`src/rtl/wave_meas.sv`:
```
// Purpose: measures period, high-time, min, max and peak-to-peak of an unsigned 8-bit waveform using rising mid-level crossings with hysteresis.
// Latency: a crossing sample presented with data_en in cycle N gives a meas_valid strobe in cycle N+2.
// Backpressure: none. The block accepts one sample per cycle when data_en is high, and meas_* is a strobe with no ready.
//
// Ports:
//   sys_clk, sys_rst      : clock and asynchronous active-high reset
//   data_in, data_en      : waveform sample and its qualifier
//   meas_period/high      : cycles between the last two rising events, and the cycles spent HIGH within that span
//   meas_max/min/pp       : sample extremes within that span, and their difference
//   meas_valid            : one-cycle strobe; all meas_* outputs change together on this strobe
//   no_signal             : high until a full period is measured, and again after a timeout
module wave_meas #(
    parameter int MID         = 128,
    parameter int HYST        = 8,
    parameter int PERIOD_W    = 32,
    parameter int TIMEOUT_CYC = 50000000
) (
    input  logic                sys_clk,
    input  logic                sys_rst,
    input  logic [7:0]          data_in,
    input  logic                data_en,
    output logic [PERIOD_W-1:0] meas_period,
    output logic [PERIOD_W-1:0] meas_high,
    output logic [7:0]          meas_max,
    output logic [7:0]          meas_min,
    output logic [7:0]          meas_pp,
    output logic                meas_valid,
    output logic                no_signal
);

    localparam logic [7:0]          UP_TH   = 8'(MID + HYST);
    localparam logic [7:0]          LO_TH   = 8'(MID - HYST);
    localparam logic [PERIOD_W-1:0] TO_LAST = PERIOD_W'(TIMEOUT_CYC - 1);
    localparam logic [PERIOD_W-1:0] ONE     = PERIOD_W'(1);

    typedef enum logic {ST_IDLE, ST_MEAS} state_t;
    typedef enum logic {CMP_LOW, CMP_HIGH} cmp_t;

    // input stage
    logic [7:0]          s_data_q;
    logic                s_en_q;

    state_t              state_q, state_d;
    cmp_t                cmp_q, cmp_d;
    logic [PERIOD_W-1:0] per_q, per_d;
    logic [PERIOD_W-1:0] hi_q, hi_d;
    logic [7:0]          max_q, max_d;
    logic [7:0]          min_q, min_d;

    logic [PERIOD_W-1:0] period_q, period_d;
    logic [PERIOD_W-1:0] high_q, high_d;
    logic [7:0]          omax_q, omax_d;
    logic [7:0]          omin_q, omin_d;
    logic [7:0]          pp_q, pp_d;
    logic                valid_q, valid_d;
    logic                nosig_q, nosig_d;

    logic                rise;
    logic                timeout;
    logic [7:0]          trk_max;
    logic [7:0]          trk_min;

    // Hysteresis comparator. A rising event occurs only on the LOW->HIGH transition.
    always_comb begin
        cmp_d = cmp_q;
        rise  = 1'b0;
        if (s_en_q) begin
            if (cmp_q == CMP_LOW && s_data_q >= UP_TH) begin
                cmp_d = CMP_HIGH;
                rise  = 1'b1;
            end else if (cmp_q == CMP_HIGH && s_data_q <= LO_TH) begin
                cmp_d = CMP_LOW;
            end
        end
    end

    // The tracker values include the current sample, so a captured result contains the event sample.
    assign trk_max = (s_en_q && s_data_q > max_q) ? s_data_q : max_q;
    assign trk_min = (s_en_q && s_data_q < min_q) ? s_data_q : min_q;
    assign timeout = (state_q == ST_MEAS) && (per_q == TO_LAST);

    always_comb begin
        state_d  = state_q;
        per_d    = per_q + ONE;
        // cmp_d is the comparator state for this cycle, so the event cycle counts as HIGH.
        hi_d     = hi_q + ((cmp_d == CMP_HIGH) ? ONE : '0);
        max_d    = trk_max;
        min_d    = trk_min;
        period_d = period_q;
        high_d   = high_q;
        omax_d   = omax_q;
        omin_d   = omin_q;
        pp_d     = pp_q;
        valid_d  = 1'b0;
        nosig_d  = nosig_q;

        if (rise) begin
            // A new period starts at the event cycle. The high count starts at 1 because that cycle is HIGH.
            per_d = '0;
            hi_d  = (cmp_d == CMP_HIGH) ? ONE : '0;
            max_d = s_data_q;
            min_d = s_data_q;
        end

        case (state_q)
            ST_IDLE: begin
                if (rise) begin
                    state_d = ST_MEAS;
                end else begin
                    // Hold the counters at zero while idle so they never wrap.
                    per_d = '0;
                    hi_d  = '0;
                end
            end
            ST_MEAS: begin
                if (rise) begin
                    // If an event and a timeout occur in the same cycle, the event takes priority.
                    period_d = per_q + ONE;
                    high_d   = hi_q;
                    omax_d   = trk_max;
                    omin_d   = trk_min;
                    pp_d     = trk_max - trk_min;
                    valid_d  = 1'b1;
                    nosig_d  = 1'b0;
                end else if (timeout) begin
                    nosig_d = 1'b1;
                    state_d = ST_IDLE;
                    per_d   = '0;
                    hi_d    = '0;
                end
            end
            default: state_d = ST_IDLE;
        endcase
    end

    always_ff @(posedge sys_clk or posedge sys_rst) begin
        if (sys_rst) begin
            s_data_q <= '0;
            s_en_q   <= 1'b0;
            state_q  <= ST_IDLE;
            cmp_q    <= CMP_LOW;
            per_q    <= '0;
            hi_q     <= '0;
            max_q    <= 8'd0;
            min_q    <= 8'd255;
            period_q <= '0;
            high_q   <= '0;
            omax_q   <= '0;
            omin_q   <= '0;
            pp_q     <= '0;
            valid_q  <= 1'b0;
            nosig_q  <= 1'b1;
        end else begin
            s_data_q <= data_in;
            s_en_q   <= data_en;
            state_q  <= state_d;
            cmp_q    <= cmp_d;
            per_q    <= per_d;
            hi_q     <= hi_d;
            max_q    <= max_d;
            min_q    <= min_d;
            period_q <= period_d;
            high_q   <= high_d;
            omax_q   <= omax_d;
            omin_q   <= omin_d;
            pp_q     <= pp_d;
            valid_q  <= valid_d;
            nosig_q  <= nosig_d;
        end
    end

    assign meas_period = period_q;
    assign meas_high   = high_q;
    assign meas_max    = omax_q;
    assign meas_min    = omin_q;
    assign meas_pp     = pp_q;
    assign meas_valid  = valid_q;
    assign no_signal   = nosig_q;

endmodule

```
`config.mk`:
```
export PLATFORM = sky130hd
export DESIGN_NAME = wave_meas
export DESIGN_NICKNAME = d
export VERILOG_FILES = /design/src/rtl/wave_meas.sv
export SDC_FILE = /design/constraint.sdc
export NUM_CORES = 1
export LEC_CHECK = 0
export ABC_AREA = 1
export ABC_CLOCK_PERIOD_IN_PS = 7400
export CORE_UTILIZATION = 56
export CTS_CLUSTER_DIAMETER = 80
export CTS_CLUSTER_SIZE = 8
export DETAILED_ROUTE_END_ITERATION = 12
export HOLD_SLACK_MARGIN = 0.12
export PLACE_DENSITY = 0.8
export SLEW_MARGIN = 30
export SYNTH_ARGS = -nofsm -noshare
export SYNTH_HDL_FRONTEND = slang
export SYNTH_SLANG_ARGS = --single-unit
```
`constraint.sdc`:
```
create_clock -name sys_clk -period 7.4 [get_ports sys_clk]
set_clock_uncertainty 0.1 [all_clocks]
set_input_delay 1.48 -clock sys_clk [delete_from_list [all_inputs] [get_ports sys_clk]]
set_output_delay 1.48 -clock sys_clk [all_outputs]
set_load 0.03 [all_outputs]
```
# Yosys cells after proc, flatten, opt, wreduce, memory -nomap -nowiden
# Index checks and enable logic that the tools add are counted.
[op_classes]
add_sub_neg = 3
n_lt_le_gt_ge = 4
n_eq_ne = 1
mux = 27
bitwise = 2
n_reduce_logical = 8
[ops]
columns = ["operator", "count"]
rows = [
  ["$mux 32", 8],
  ["$pmux 32 s2", 2],
  ["$add 32x1->32 const B", 1],
  ["$add 32x32->32", 1],
  ["$eq 32x26->1 const B", 1],
  ["$mux 8", 4],
  ["$mux 1", 12],
  ["$ge 8x8->1 const B", 1],
  ["$gt 8x8->1", 1],
  ["$le 8x7->1 const B", 1],
  ["$lt 8x8->1", 1],
  ["$sub 8x8->8", 1],
  ["$logic_and 1x1->1", 5],
  ["$reduce_and 2->1", 2],
  ["$not 1->1", 2],
  ["$pmux 1 s2", 1],
  ["$reduce_bool 2->1", 1],
]
[word_totals]
regBits = 181
input_bits = 11
output_inout_bits = 90
wordCells = 60

# Longest topological paths before layout
[depth]
depth_word = 11
ltp_mapped = 24
depth_no_buf = 23

# Worst setup path after synthesis
# No wires, ideal clock.
[synth_path]
kind = "flip-flop to flip-flop"
startpoint = "reg s_data_q[7]"
endpoint = "reg pp_q[6], in the netlist meas_pp[6]"
arrival_ns = 2.818
required_time_ns = 7.177
slack_ns = 4.359
path_stages_with_launch = 20
n_path_buf = 1
period_less_slack_ns = 3.041
path_cell_list = "dfrtp_1 -> ha_1 -> a21o_1 -> nor2_1 -> nand2_1 -> nand2_1 -> buf_2 -> nor2_1 -> a21oi_1 -> ha_1 -> inv_1 -> fa_1 -> nand3_1 -> nand3_1 -> nand2_1 -> nand2_1 -> a21oi_1 -> nor2_1 -> o21ai_0 -> nand2_1"
[synth_between]
elab_chain_cells = 5
[synth_rtl]
columns = ["element", "line", "rtl"]
rows = [
  ["start: declaration", "40", "logic [7:0] s_data_q;"],
  ["start signal: assignment", "154", "s_data_q <= data_in;"],
  ["branches (longest 5 deep; another with $gt 8x8->1)", "--", ""],
  ["end signal: assignment", "166", "pp_q <= pp_d;"],
  ["end: declaration", "54", "logic [7:0] pp_q, pp_d;"],
]
# Several ways; the timed one is not identified.
# A chain may end at the register's enable or synchronous reset.

# Worst setup path after layout
[layout_path]
startpoint = "reg min_q[7]"
endpoint = "reg pp_q[6], in the netlist meas_pp[6]"
[layout_between]
elab_chain_cells = 4
[layout_rtl]
columns = ["element", "line", "rtl"]
rows = [
  ["start: declaration", "48", "logic [7:0] min_q, min_d;"],
  ["start signal: assignment", "161", "min_q <= min_d;"],
  ["$lt 8x8->1", "79", "assign trk_min = (s_en_q && s_data_q < min_q) ? s_data_q : min_q;"],
  ["$logic_and 1x1->1", "79", ""],
  ["$mux 8", "79", ""],
  ["net trk_min[0]", "61", "logic [7:0] trk_min;"],
  ["$sub 8x8->8", "122", "pp_d = trk_max - trk_min;"],
]
# The timed path passes the listed nets, and every way through them passes these cells.

==> results.toml <==
[global_routing]
grt_pass1_vias = 7021
overflow = 0
track_usage_pct = 27.4
grt_pass1_wl_um = 34400
antenna_found_initial = 0
grt_max_degree = 81

[timing]
tightest_slew_ns = 0.929
setup-tns-final_ns = 0
max_freq_mhz = 280
period_minus_slack_ns = 3.57
setup_viol = 0
slew_viol_final = 0
relSlewSlack_pct = 37.9
hold_viol_final = 0
min_period_over_period_pct = 48.2
rsz0062_at_grt = "no"

[power_and_ir_drop]
p_seq_share_pct = 38.2
p_int_mw = 2.13
ir_worst_vdd_mv = 0.205
p_switching_mw = 1.19
leakagePower_nw = 4.94
switching_share_pct = 35.9
p_comb_share_pct = 34.1
pwr-share-clk_pct = 27.7
power-per-cell-area_mw_per_mm2 = 316

[cts]
postCtsSetupBuffers = 0
cts_max_level = 4
tritoncts = "built"
clock_latency_ns = 0.44
root_buffer = "clkbuf_16"
cts.sinks = 181
clockBufferDepth = 2
clkTransAtPathRegs_ns = 0.06
hold_buffers = 0
cts_resized = 0
numCtsBuffers = 17

[synth]
ys_seq_elements = 181
async_flop_share_pct = 100
synth_edf_count = 0
synth_top_area_cell = "dfrtp_1"
synthMostInstantiatedCell = "nand2_1"
synth_cell_types = 37
synth_top_area_share_pct = 49.2
synth_area_mm2 = 0.00875
synth_nets = 1071
ys_seq_area_share_pct = 51.9
yosysWarnings = 0
yosys-top-cells-count = "281 x nand2_1, 172 x dfrtp_1, 124 x inv_1"
ys_top_cells_by_area = "dfrtp_1 49%, nand2_1 12%, inv_1 5.3%"
avgSynthCellArea_um2 = 8.47
ys.flop_type = "dfrtp_1"
synthCells = 1034

[floorplanning]
rows = 45
die_area_mm2 = 0.0161
fp.dieW_um = 127
fp.dieH_um = 127
core_area_mm2 = 0.0152
initial_core_util_pct = 57.6
ioPinCount = 101

[placement]
gp_congestion = 0.947
post-dp-hpwl_um = 14100
io_buffers = 100

[cells_and_area]
n_antenna_cell = 0
drive_above_1_share_pct = 6.67
syn_to_final_growth_pct = 20.0
final_util_pct = 69.1
finalNetCount = 1163
fillCellCount = 1238

[critical_path]
crit_path_start_kind = "flip-flop"
end_kind = "flip-flop"
worst-setup-path-type = "flip-flop to flip-flop"
path_max_fanout = 16
cp.arrival_ns = 3.79
required_ns = 7.63
rrSetupSlack_ns = 3.83

[detailed_routing]
routed_wl_um = 20200
drt_iter0_markers = 630
first_pass_iters = 9
num_vias = 7156
wire_per_inst_um = 15.2
drcViolationCount = 0
met3WireLength_um = 987
highest_layer = "met4"
dr_wl_met2_um = 9370
via_per_inst = 5.39
wl_met1_um = 9470
ant_nets = 0

[outcome]
status = "complete, no violations"

[flow_run]
maxCapViolations = 0

[worst_hold_path]
hp-class = "flip-flop to flip-flop"
==> critical path, stage by stage, from the launching register on <==
cell and delay [ns]:
dfstp_2 0.53, inv_1 0.05, ha_1 0.32, nand2_1 0.07
nand2_1 0.05, nor2_1 0.08, and3_1 0.19, nand2_1 0.28
o21ai_0 0.36, ha_1 0.21, inv_1 0.06, fa_1 0.39
nand3_1 0.09, nand3_1 0.10, nand2_1 0.09, nand2_1 0.05
a21oi_1 0.16, nor2_1 0.05, o21ai_0 0.15, nand2_1 0.06
==> cells by family (layout without fill, tap and decap cells) <==
kind of cell | Yosys count | after routing | synth area share [%]
adder cells (fa/ha/maj) | 26 | 26 | 3.80
AO/OA/AOI/OAI | 115 | 115 | 6.89
buffers and inverters | 159 | 264 | 7.00
flip-flops | 181 | 181 | 51.9
XOR/XNOR | 46 | 46 | 4.60
AND/OR/NAND/NOR | 507 | 507 | 25.8
==> power by group through the flow <==
stage	clock [mW]	combinational [mW]	sequential [mW]
after floorplan	0	0.590	1.45
after global routing	0.967	1.28	1.29
after global placement	0	1.10	1.28
final	0.918	1.13	1.27
after CTS	0.927	1.14	1.27
after detailed placement	0	1.13	1.28
==> final timing paths <==
check                                          start                   endpoint  cells past startpoint
max in group asynchronous                    sys_rst        per_q[17]$_DFF_PP0_                      3
hold / removal             meas_high[12]$_DFFE_PP0P_  meas_high[12]$_DFFE_PP0P_                      2
hold reg to reg            meas_high[12]$_DFFE_PP0P_  meas_high[12]$_DFFE_PP0P_                      2
setup reg to reg                  min_q[7]$_DFF_PP1_     meas_pp[6]$_DFFE_PP0P_                     19
min in group asynchronous                    sys_rst   meas_high[4]$_DFFE_PP0P_                      2
setup / recovery                  min_q[7]$_DFF_PP1_     meas_pp[6]$_DFFE_PP0P_                     19
==> final cells by class <==
type	instances	area (um2)	area share (%)
repair buffers	105	1040	9.92
multi-input cells	694	3600	34.3
inverters	127	484	4.61
clock buffers	22	484	4.61
flip-flops and latches	181	4540	43.2
well taps	188	235	2.24
clock inverters	10	120	1.14
==> state kept, by name (all words and copies together) (netlist names) <==
name / cells
hi_q: 32
meas_high: 32
meas_period: 32
per_q: 32
max_q: 8
meas_max: 8
meas_min: 8
meas_pp: 8
min_q: 8
s_data_q: 8
cmp_q: 1
meas_valid: 1
no_signal: 1
s_en_q: 1
state_q: 1
==> per-stage QoR <==
step / instance area, um2 / cells / power, mW / worst slack [ns] / hold slack (ns)
2_1_floorplan: 8750 / 1034 / 2.04 / 0.920 / 0.363
3_3_place_gp: 9900 / 1295 / 2.38 / 4.04 / 0.355
3_5_place_dp: 9900 / 1295 / 2.41 / 3.91 / 0.358
4_1_cts: 10500 / 1327 / 3.33 / 3.85 / 0.374
5_1_grt: 10500 / 1327 / 3.53 / 3.39 / 0.391
6_report: 10500 / 1327 / 3.32 / 3.83 / 0.370
==> cells in the final DEF, fill, tap and decap left out, drive strengths merged <==
master         netlist  final
inv                126    127
nand3               30     30
dfrtp              172    172
bufinv               0      2
nor2               103    103
and3                 2      2
a21o                 1      1
ha                  25     25
nand2              287    287
o31ai                1      1
nor3                32     32
clkinvlp             0      5
clkbuf              18     22
nand4               33     33
a21oi               15     15
and2                 1      1
clkdlybuf4s50        0    100
clkinv               1      3
dfstp                9      9
a31oi                1      1
o21ai               92     92
nor4                10     10
nand3b               9      9
xor2                33     33
o21a                 4      4
fa                   1      1
buf                 14      5
xnor2               13     13
a31o                 1      1
==> routing by layer <==
metal	vias up	global-route usage (%)
met2	200	43.5
met5	-	0
li1	3488	-
met3	32	5.95
met4	0	8.26
met1	3436	38.0
Power figures use the tool's default switching activity.
